==> src/rtl/mrhy4_serial_to_parallel.sv <==
// Digit-serial redundant radix-4 (n2/p/pp, LSD first) to signed parallel word converter.
// Latency: the word is presented on out_valid 1 cycle after the last digit of its frame is accepted.
// Backpressure: one-entry output register; a frame completing while the register is full and not being drained is dropped (overrun pulse).
module mrhy4_serial_to_parallel #(
  parameter int NDIG = 8,
  parameter int OW   = 18
) (
  input  logic          clk,
  input  logic          rst,
  input  logic          in_en,
  input  logic          in_sof,
  input  logic          in_n2,
  input  logic          in_p,
  input  logic          in_pp,
  output logic [OW-1:0] out_data,
  output logic          out_valid,
  input  logic          out_ready,
  output logic          overrun,
  output logic          frame_abort
);

  localparam int KW = (NDIG > 1) ? $clog2(NDIG) : 1;
  localparam logic [KW-1:0] K_LAST = KW'(NDIG - 1);

  localparam logic [0:0] S_IDLE    = 1'b0;
  localparam logic [0:0] S_COLLECT = 1'b1;

  logic [0:0]           state;
  logic [KW-1:0]        k;
  logic signed [OW-1:0] acc;

  logic signed [OW-1:0] digit;
  logic signed [OW-1:0] digit_sh;
  logic signed [OW-1:0] acc_sum;
  logic [KW:0]          sh_amt;
  logic                 accept_last;
  logic                 restart_in_frame;

  // Digit value, weighted by 4^k, folded into the running sum.
  always_comb begin
    digit    = {{(OW-1){1'b0}}, in_p} + {{(OW-1){1'b0}}, in_pp}
             - {{(OW-2){1'b0}}, in_n2, 1'b0};
    sh_amt   = {k, 1'b0};
    digit_sh = digit <<< sh_amt;
    acc_sum  = acc + digit_sh;
  end

  // The final digit of a frame completes the word; a SOF inside a frame restarts it.
  assign accept_last      = in_en && !in_sof && (state == S_COLLECT) && (k == K_LAST);
  assign restart_in_frame = in_en && in_sof && (state == S_COLLECT);

  // Frame alignment FSM and accumulator; gaps (in_en=0) simply hold everything.
  always_ff @(posedge clk) begin
    if (rst) begin
      state <= S_IDLE;
      k     <= '0;
      acc   <= '0;
    end else if (in_en) begin
      if (in_sof) begin
        acc   <= digit;
        k     <= KW'(1);
        state <= S_COLLECT;
      end else if (state == S_COLLECT) begin
        acc <= acc_sum;
        if (k == K_LAST) begin
          k     <= '0;
          state <= S_IDLE;
        end else begin
          k <= k + KW'(1);
        end
      end
    end
  end

  // Output register with valid/ready; a full, stalled register drops the new word.
  always_ff @(posedge clk) begin
    if (rst) begin
      out_data    <= '0;
      out_valid   <= 1'b0;
      overrun     <= 1'b0;
      frame_abort <= 1'b0;
    end else begin
      overrun     <= 1'b0;
      frame_abort <= restart_in_frame;
      if (accept_last) begin
        if (!out_valid || out_ready) begin
          out_data  <= acc_sum;
          out_valid <= 1'b1;
        end else begin
          overrun <= 1'b1;
        end
      end else if (out_valid && out_ready) begin
        out_valid <= 1'b0;
      end
    end
  end

endmodule

==> config.mk <==
export PLATFORM = sky130hd
export DESIGN_NAME = mrhy4_serial_to_parallel
export DESIGN_NICKNAME = d
export VERILOG_FILES = /design/src/rtl/mrhy4_serial_to_parallel.sv
export SDC_FILE = /design/constraint.sdc
export NUM_CORES = 1
export LEC_CHECK = 0
export CAP_MARGIN = 40
export CORE_MARGIN = 4
export CORE_UTILIZATION = 50
export DETAILED_ROUTE_END_ITERATION = 10
export GPL_TIMING_DRIVEN = 0
export PLACE_DENSITY = 0.72
export SYNTH_ARGS = -nofsm -noshare
export SYNTH_HDL_FRONTEND = slang
export SYNTH_SLANG_ARGS = --single-unit
==> constraint.sdc <==
create_clock -name clk -period 5.8 [get_ports clk]
set_clock_uncertainty 0.05 [all_clocks]
set_input_delay 1.45 -clock clk [delete_from_list [all_inputs] [get_ports clk]]
set_output_delay 1.45 -clock clk [all_outputs]
set_load 0.1 [all_outputs]
==> flow_metrics.tcl <==
set metrics [dict create \
    status "finished clean" \
    end_kind "register" \
    clockBufferDepth 2 \
    initial_core_util 0.528 \
    cp_data_arrival_time_ps 5270 \
    cts_hold_buf 0 \
    synth_edf_count 0 \
    cpPeakStageDelay_ps 580 \
    cts_max_level 2 \
    path_clk_slew_ps 80 \
    slew_headroom 0.560 \
    cts_made_buffers 5 \
    dp_hpwl_mm 5.85 \
    io_pins 29 \
    antenna_cells 0 \
    synth_seq_cells 43 \
    vias_per_cell 5.84 \
    setup_tns_ps 0 \
    hold_viol 0 \
    fin_ws_ps 721 \
    ant_nets 0 \
    fmax_mhz 197 \
    cts_resized 0 \
    layout.nets 442 \
    antenna_found_initial 0 \
    wl_mm 7.70 \
    num_rows 26 \
    min_to "out_data[4]$_SDFFE_PP0P_" \
    clock_latency_ps 300 \
    finalCriticalPeriod_ps 5080 \
    synth_area_per_cell_um2 7.75 \
    crit_type "in -> reg" \
    core_um2 5240 \
    first_pass_iters 5 \
    yosys.area_share.simple 0.213 \
    drt-wirelength-per-cell_um 15.9 \
    track_usage 0.252 \
    synthArstFlopShare 0 \
    syn_inst 357 \
    cts_setup_buffers 0 \
    die_y_um 82.4 \
    worst_path_most_repeated_cell "ha_1" \
    grt_pass1_vias 2715 \
    synthAdderAreaFrac 0.102 \
    reg2reg_to "out_data[14]$_SDFFE_PP0P_" \
    rsz0062_at_grt "no" \
    routed-via-count 2819 \
    die_area_um2 6790 \
    ys_warn_count 0 \
    final_cell_mix "nor2_1 (45), dfxtp_1 (43), a21oi_1 (40), nand2_1 (37), clkdlybuf4s50_1 (27)" \
    grt_max_degree 14 \
    fin_crit_sh 0.876 \
    area_growth_pct 29.1 \
    synth_top_family_by_area "compound AO/OA/AOI/OAI gates" \
    place_ws_ps 441 \
    cp-start-kind "input pin" \
    holdPathStages 2 \
    dr.first_iter.drc_count 196 \
    netlist-cell-type-count 53 \
    p_per_area_nw_per_um2 224 \
    hp-start "out_data[4]$_SDFFE_PP0P_" \
    cts.sinks 43 \
    cts_tree "yes" \
    setup_viol 0 \
    drv_slew 0 \
    worstPathRequired_ps 5990 \
    crit_fanout 10 \
    synth_mux_area_frac 0.00723 \
    critPathSlowestCell "a2111oi_0" \
    worst_pin_slew_ps 660 \
    drv_cap 0 \
    drive_above_1_share 0.109 \
    final_common_cell "nor2_1" \
    reg2reg_slack_ps 2360 \
    synth_nets 387 \
    numPortBuffers 27 \
    syn_area_um2 2770 \
    synth-main-ff-cell "dfxtp_1" \
    p_leak_nw 1.44 \
    yosys.area_share.xor_xnor 0.0506 \
    hold_path.class "reg -> reg" \
    fp.dieW_um 82.4 \
    regToRegStartpoint "k[2]$_SDFFE_PP0P_" \
    synth-compound-area-share 0.269 \
    r2r_cells 13 \
    grt_overflow 0 \
    crit_chain "clkdlybuf4s50_1 -> ha_1 -> inv_1 -> ha_1 -> clkbuf_1 -> nor2_1 -> a2111oi_0 -> ha_1 -> o211ai_1 -> a21oi_1 -> o21bai_1 -> o21ai_1 -> a21oi_1 -> or4_1 -> nand3_1" \
    gp_congestion 0.937 \
    seq_area_frac_synth 0.311 \
    peakVddDrop_mv 0.169 \
    drc 0 \
    grt_pass1_wl_mm 13.1 \
    cts-root-buf "clkbuf_8" \
]
[layer usage]
metal | vias to the layer above | track usage | part of all wire
met3 | 13 | 0.0499 | 0.055
li1 | 1383 | - | -
met5 | - | 0 | 0
met2 | 84 | 0.413 | 0.48
met1 | 1339 | 0.337 | 0.45
met4 | 0 | 0.0698 | 0.016
[area by class of cell]
| cell class | count | area (µm²) |
|---|---|---|
| Inverter | 6 | 22.5 |
| Tap cell | 70 | 87.6 |
| Clock inverter | 2 | 60.1 |
| Timing Repair Buffer | 48 | 586 |
| Clock buffer | 6 | 72.6 |
| Fill cell | 450 | 1660 |
| Buffer | 25 | 109 |
| Multi-Input combinational cell | 283 | 1780 |
| Sequential cell | 43 | 861 |
[how the worst max path moves through the flow]
| stage | depth (start not counted) | end | slack (ps) | startpoint |
|---|---|---|---|---|
| floorplan | 14 | acc[16]$_SDFFE_PP0P_ | 1690 | in_p |
| detailed placement | 15 | acc[16]$_SDFFE_PP0P_ | 440 | in_p |
| finish | 15 | out_data[14]$_SDFFE_PP0P_ | 720 | in_p |
| global placement | 15 | acc[16]$_SDFFE_PP0P_ | 520 | in_p |
| global route | 15 | acc[16]$_SDFFE_PP0P_ | 470 | in_p |
| CTS | 15 | acc[16]$_SDFFE_PP0P_ | 760 | in_p |
[state kept, by name, indices dropped and copies added (netlist names)]
| signal | flops |
|---|---|
| overrun | 1 |
| out_valid | 1 |
| frame_abort | 1 |
| out_data | 18 |
| state | 1 |
| acc | 18 |
| k | 3 |
[cell families after synthesis]
logic type / after synthesis
XOR/XNOR: 16
AO/OA/AOI/OAI: 117
flip-flops: 43
adder cells (fa/ha/maj): 22
AND/OR/NAND/NOR: 126
buffers and inverters: 31
multiplexers: 2
[cells in the mapped netlist, types with 7 or more instances]
cell type	n	share of area
nand2b_1	7	0.016
a21oi_1	40	0.072
dfxtp_1	43	0.31
xor2_1	8	0.025
nor3_1	7	0.013
o22ai_1	13	0.029
ha_1	21	0.095
o21ai_0	19	0.034
clkbuf_1	14	0.019
o21a_1	7	0.019
xnor2_1	8	0.025
nor2b_1	7	0.016
nor2_1	45	0.061
nand2_1	37	0.050
[report_power, final]
part,switching [mW],total (mW),internal (mW)
combinational,0.130,0.209,0.0796
clock,0.106,0.278,0.172
sequential,0.00784,0.315,0.307
[stage by stage]
stage | cell area (µm²) | hold slack [ps] | util | power (mW) | cells
floorplan | 2770 | 399 | - | 0.476 | 357
global placement | 3130 | 397 | 0.597 | 0.522 | 454
detailed placement | 3440 | 412 | 0.657 | 0.526 | 475
CTS | 3570 | 426 | 0.682 | 0.804 | 483
global route | 3570 | 456 | 0.682 | 0.845 | 483
finish | 3570 | 422 | 0.682 | 0.802 | 483
[critical path, delay by kind of cell]
family	cells	cell delay (ps)
AO/OA/AOI/OAI	6	1570
adder cells (fa/ha/maj)	3	710
AND/OR/NAND/NOR	3	680
buffers and inverters	3	860
Note: power is estimated with default switching activity, not from simulation.
==> patch 1, RTL diff (config.mk and constraints unchanged) <==
Set the parameter `OW` to 9 (it was 18).
--- a/src/rtl/mrhy4_serial_to_parallel.sv
+++ b/src/rtl/mrhy4_serial_to_parallel.sv
@@ -4,5 +4,5 @@
 module mrhy4_serial_to_parallel #(
   parameter int NDIG = 8,
-  parameter int OW   = 18
+  parameter int OW   = 9
 ) (
   input  logic          clk,
Ports: changed (resized out_data); port bits go from 29 to 20. No check against the original RTL was run, so the function may have changed too.
==> patch 1 against the original RTL <==
  * Via count fell by 44%
  * Fmax up 24%
  * Area after synthesis fell by 44%
  * Critical path type unchanged
  * Final area fell by 44%
  * Worst setup slack improved by 0.99 ns
  * Sequential cell count down 18
  * Routed wire length is 50% lower
  * Total power fell by 55%
  * Non-clock buffer count is 30 lower
==> patch 1: results (changes against the original RTL) <==
Outcome
  – Status: completed

Final layout
  – Share of layout cells above drive strength 1: 11.4% (+0.46 points)
  – Fillers: 253 (-44%)
  – Largest regs: acc x9, out_data x9, k x3

Setup path
  – Critical-path maximum fanout: 5 (-5)
  – RR Endpoint: acc[5]
  – Reg2Reg Setup Slack: 3.07 ns (+0.71 ns)
  – Reg-to-reg startpoint: k[0]
  – Worst EP arrival: 4.28 ns (-0.99 ns)

Synth
  – Distinct cell type count after synthesis: 46 (-13%)
  – Syn Area/Cell: 8.04 um^2 (+3.7%)
  – Mapped Nets: 215 (-44%)

Detailed routing
  – Via Count: 1583 (-44%)
  – Initial drt markers: 79 (-60%)
  – WL per Instance: 14.1 um (-12%)
  – DR pass1 iterations: 4 (-1)

Global routing
  – Vias in the first global route: 1521 (-44%)
  – First-pass GRT wire length: 6820 um (-48%)
  – Gr usage total: 20.7% (-4.5 points)

Place
  – Hpwl dp: 3100 um (-47%)
  – Placed cell areas: 1980 um^2 (-42%)
  – Number of port buffers: 19 (-30%)
  – Cells after DPL: 269 (-43%)

Clocking
  – Inserted Clock Buffers: 3 (-2)
  – Worst-path clk slew: 0.14 ns (+0.06 ns)
[patch 1: cell count changes after synthesis, moves of 7 or more]
cell	unedited run	this run
dfxtp_1	43	25
nor2_1	45	16
a21oi_1	40	15
xor2_1	8	1
nand2_1	37	21
clkbuf_1	14	7
o21ai_0	19	8
ha_1	21	12
o22ai_1	13	2
[patch 1: logic make-up (layout without fill, tap and decap cells)]
family	after synthesis	in the layout	share of synthesized area, %
AND/OR/NAND/NOR	75	75	24.2
XOR/XNOR	5	5	2.81
flip-flops	25	25	32.1
adder cells (fa/ha/maj)	13	13	10.9
AO/OA/AOI/OAI	54	54	22.0
buffers and inverters	17	52	4.41
multiplexers	5	5	3.53
[patch 1: final cells by class]
| cell class | instances | share of cell area (%) |
|---|---|---|
| flip-flops and latches | 25 | 24.9 |
| plain buffers | 12 | 2.49 |
| multi-input cells | 152 | 49.2 |
| well taps | 44 | 2.74 |
| repair buffers | 31 | 18.4 |
| clock buffers | 4 | 1.31 |
| inverters | 5 | 0.933 |
[patch 1: per-layer routing]
metal / share of wire [%] / vias to the layer above / GRT usage (%)
li1: - / 775 / -
met1: 43 / 734 / 25.4
met2: 49 / 64 / 36.3
met3: 6.1 / 10 / 3.16
met4: 2.0 / 0 / 7.28
met5: 0 / - / 0
[patch 1: worst max-delay path by stage]
stage,from,to,slack (ns),cells past startpoint
2_1_floorplan,in_p,out_data[5],2.10,10
3_3_place_gp,in_p,acc[5],1.46,11
3_5_place_dp,in_p,acc[5],1.37,11
5_1_grt,in_p,acc[5],1.48,12
6_report,in_p,acc[5],1.71,11
4_1_cts,in_p,acc[5],1.70,11
[patch 1: where the power goes]
part | switching, mW | internal (mW) | leakage, nW
clock network | 0.0517 | 0.0269 | 0.0150
registers | 0.00492 | 0.178 | 0.203
logic | 0.0591 | 0.0421 | 0.561
[patch 1: worst register-to-register path: stages, from the launching register on]
cell and delay [ns]:
dfxtp_1 0.39, clkbuf_1 0.38, nor2_1 0.09, a2111oi_0 0.42, ha_1 0.25, o21ai_0 0.09, nor2_1 0.23, o21a_1 0.22
mux2_4 0.31, a211oi_1 0.24
==> patch 2, RTL diff (same settings) <==
Without the edit above. Make the reset (`rst`) asynchronous in 2 clocked blocks.
--- a/src/rtl/mrhy4_serial_to_parallel.sv
+++ b/src/rtl/mrhy4_serial_to_parallel.sv
@@ -51,5 +51,5 @@
 
   // Frame alignment FSM and accumulator; gaps (in_en=0) simply hold everything.
-  always_ff @(posedge clk) begin
+  always_ff @(posedge clk or posedge rst) begin
     if (rst) begin
       state <= S_IDLE;
@@ -74,5 +74,5 @@
 
   // Output register with valid/ready; a full, stalled register drops the new word.
-  always_ff @(posedge clk) begin
+  always_ff @(posedge clk or posedge rst) begin
     if (rst) begin
       out_data    <= '0;
Check against the original RTL: differs if rst is asserted again (counterexample within 4 cycles, from zero or initial values and one cycle with rst high); with rst held inactive, the same outputs for 10 cycles.
==> patch 2 against the original RTL <==
  * Die area up 6.5%
  * Sequential cell count did not move
  * Worst setup slack gained 0.22 ns
  * Count of clock-buffer cells in the layout increased by 1
  * Synthesized cell count down 8.1%
  * Global-route usage decreased by 3.3 points
  * Routed wire length decreased by 3.0%
  * Critical endpoint is now acc[17]
  * Final area increased by 5.4%
  * Area after synthesis is 7.2% higher
  * First-iteration DRC count fell by 5.6%
Power is not compared: it rests on default switching activity, and its combinational part moved more than twofold at a synthesized area within 25%.
==> patch 2: results (changes against the original RTL) <==
Detailed routing
  – Met2 WL: 3550 um (-3.3%)
  – Metal-1 WL: 3460 um (-0.89%)
  – Wirelength, routed: 7470 um (-3.0%)
  – Vias per cell: 5.69 (-2.5%)
  – Initial drt markers: 185 (-5.6%)

Synth
  – Most instantiated cells after synthesis: dfrtp_1, nand2_1, nor2_1
  – Compound-cell area share of the yosys netlist: 22.4% (-4.4 points)
  – Post-Synth XOR/XNOR Area: 4.43% (-0.64 points)
  – Post-Syn Instances: 328 (-8.1%)
  – Mapped Nets: 358 (-7.5%)
  – Distinct cell type count after synthesis: 56 (+5.7%)

Final layout
  – Inverters: 8 (+2)
  – Seq/total area: 28.6% (+4.5 points)
  – Layout net count: 414 (-6.3%)
  – Final-layout clock-cell area share: 2.76% (-0.95 points)
  – Syn-to-layout area delta: 26.9%
  – Repair and plain buffers: 67 (-8.2%)
  – Multi-In Gates: 259 (-8.5%)
  – Multi-input combinational area share: 47.3% (-2.4 points)

Place
  – Hpwl dp: 5810 um (-0.63%)
  – Place WS: 0.618 ns (+0.177 ns)
  – Global placer's final weighted congestion: 0.895 (-4.4%)
  – Placed cell areas: 3660 um^2 (+6.5%)

Global routing
  – Met1 usage: 30.3% (-3.4 points)
  – Gr usage total: 21.9% (-3.3 points)
  – Met2 Usage GRT: 35.9% (-5.3 points)

Outcome
  – Status: completed

Floorplanning
  – Core area: 5640 um^2 (+7.7%)

STA
  – Rel. slew slack: 54.7% (-1.3 points)

Setup path
  – Largest stage delay on the critical path: 0.47 ns (-0.11 ns)
==> patch 2: cell types whose count changed after synthesis, moves of 4 or more <==
| cell | unedited run | this run |
|---|---|---|
| dfrtp_1 | 0 | 43 |
| dfxtp_1 | 43 | 0 |
| nor2_1 | 45 | 24 |
| a21oi_1 | 40 | 21 |
| o22ai_1 | 13 | 0 |
| nand3_1 | 6 | 15 |
| mux2_2 | 0 | 8 |
| a21o_1 | 2 | 7 |
| nor2b_1 | 7 | 2 |
| nor3_1 | 7 | 3 |
==> patch 2: worst paths after layout <==
check | start | to | slack (ns) | cells after the start
setup / recovery | in_p | acc[17] | 0.95 | 15
max in group asynchronous | rst | acc[15] | 3.82 | 3
hold / removal | out_data[0] | out_data[0] | 0.44 | 2
setup reg to reg | k[1] | acc[14] | 2.53 | 13
min in group asynchronous | rst | acc[1] | 1.41 | 2
hold reg to reg | out_data[0] | out_data[0] | 0.44 | 2
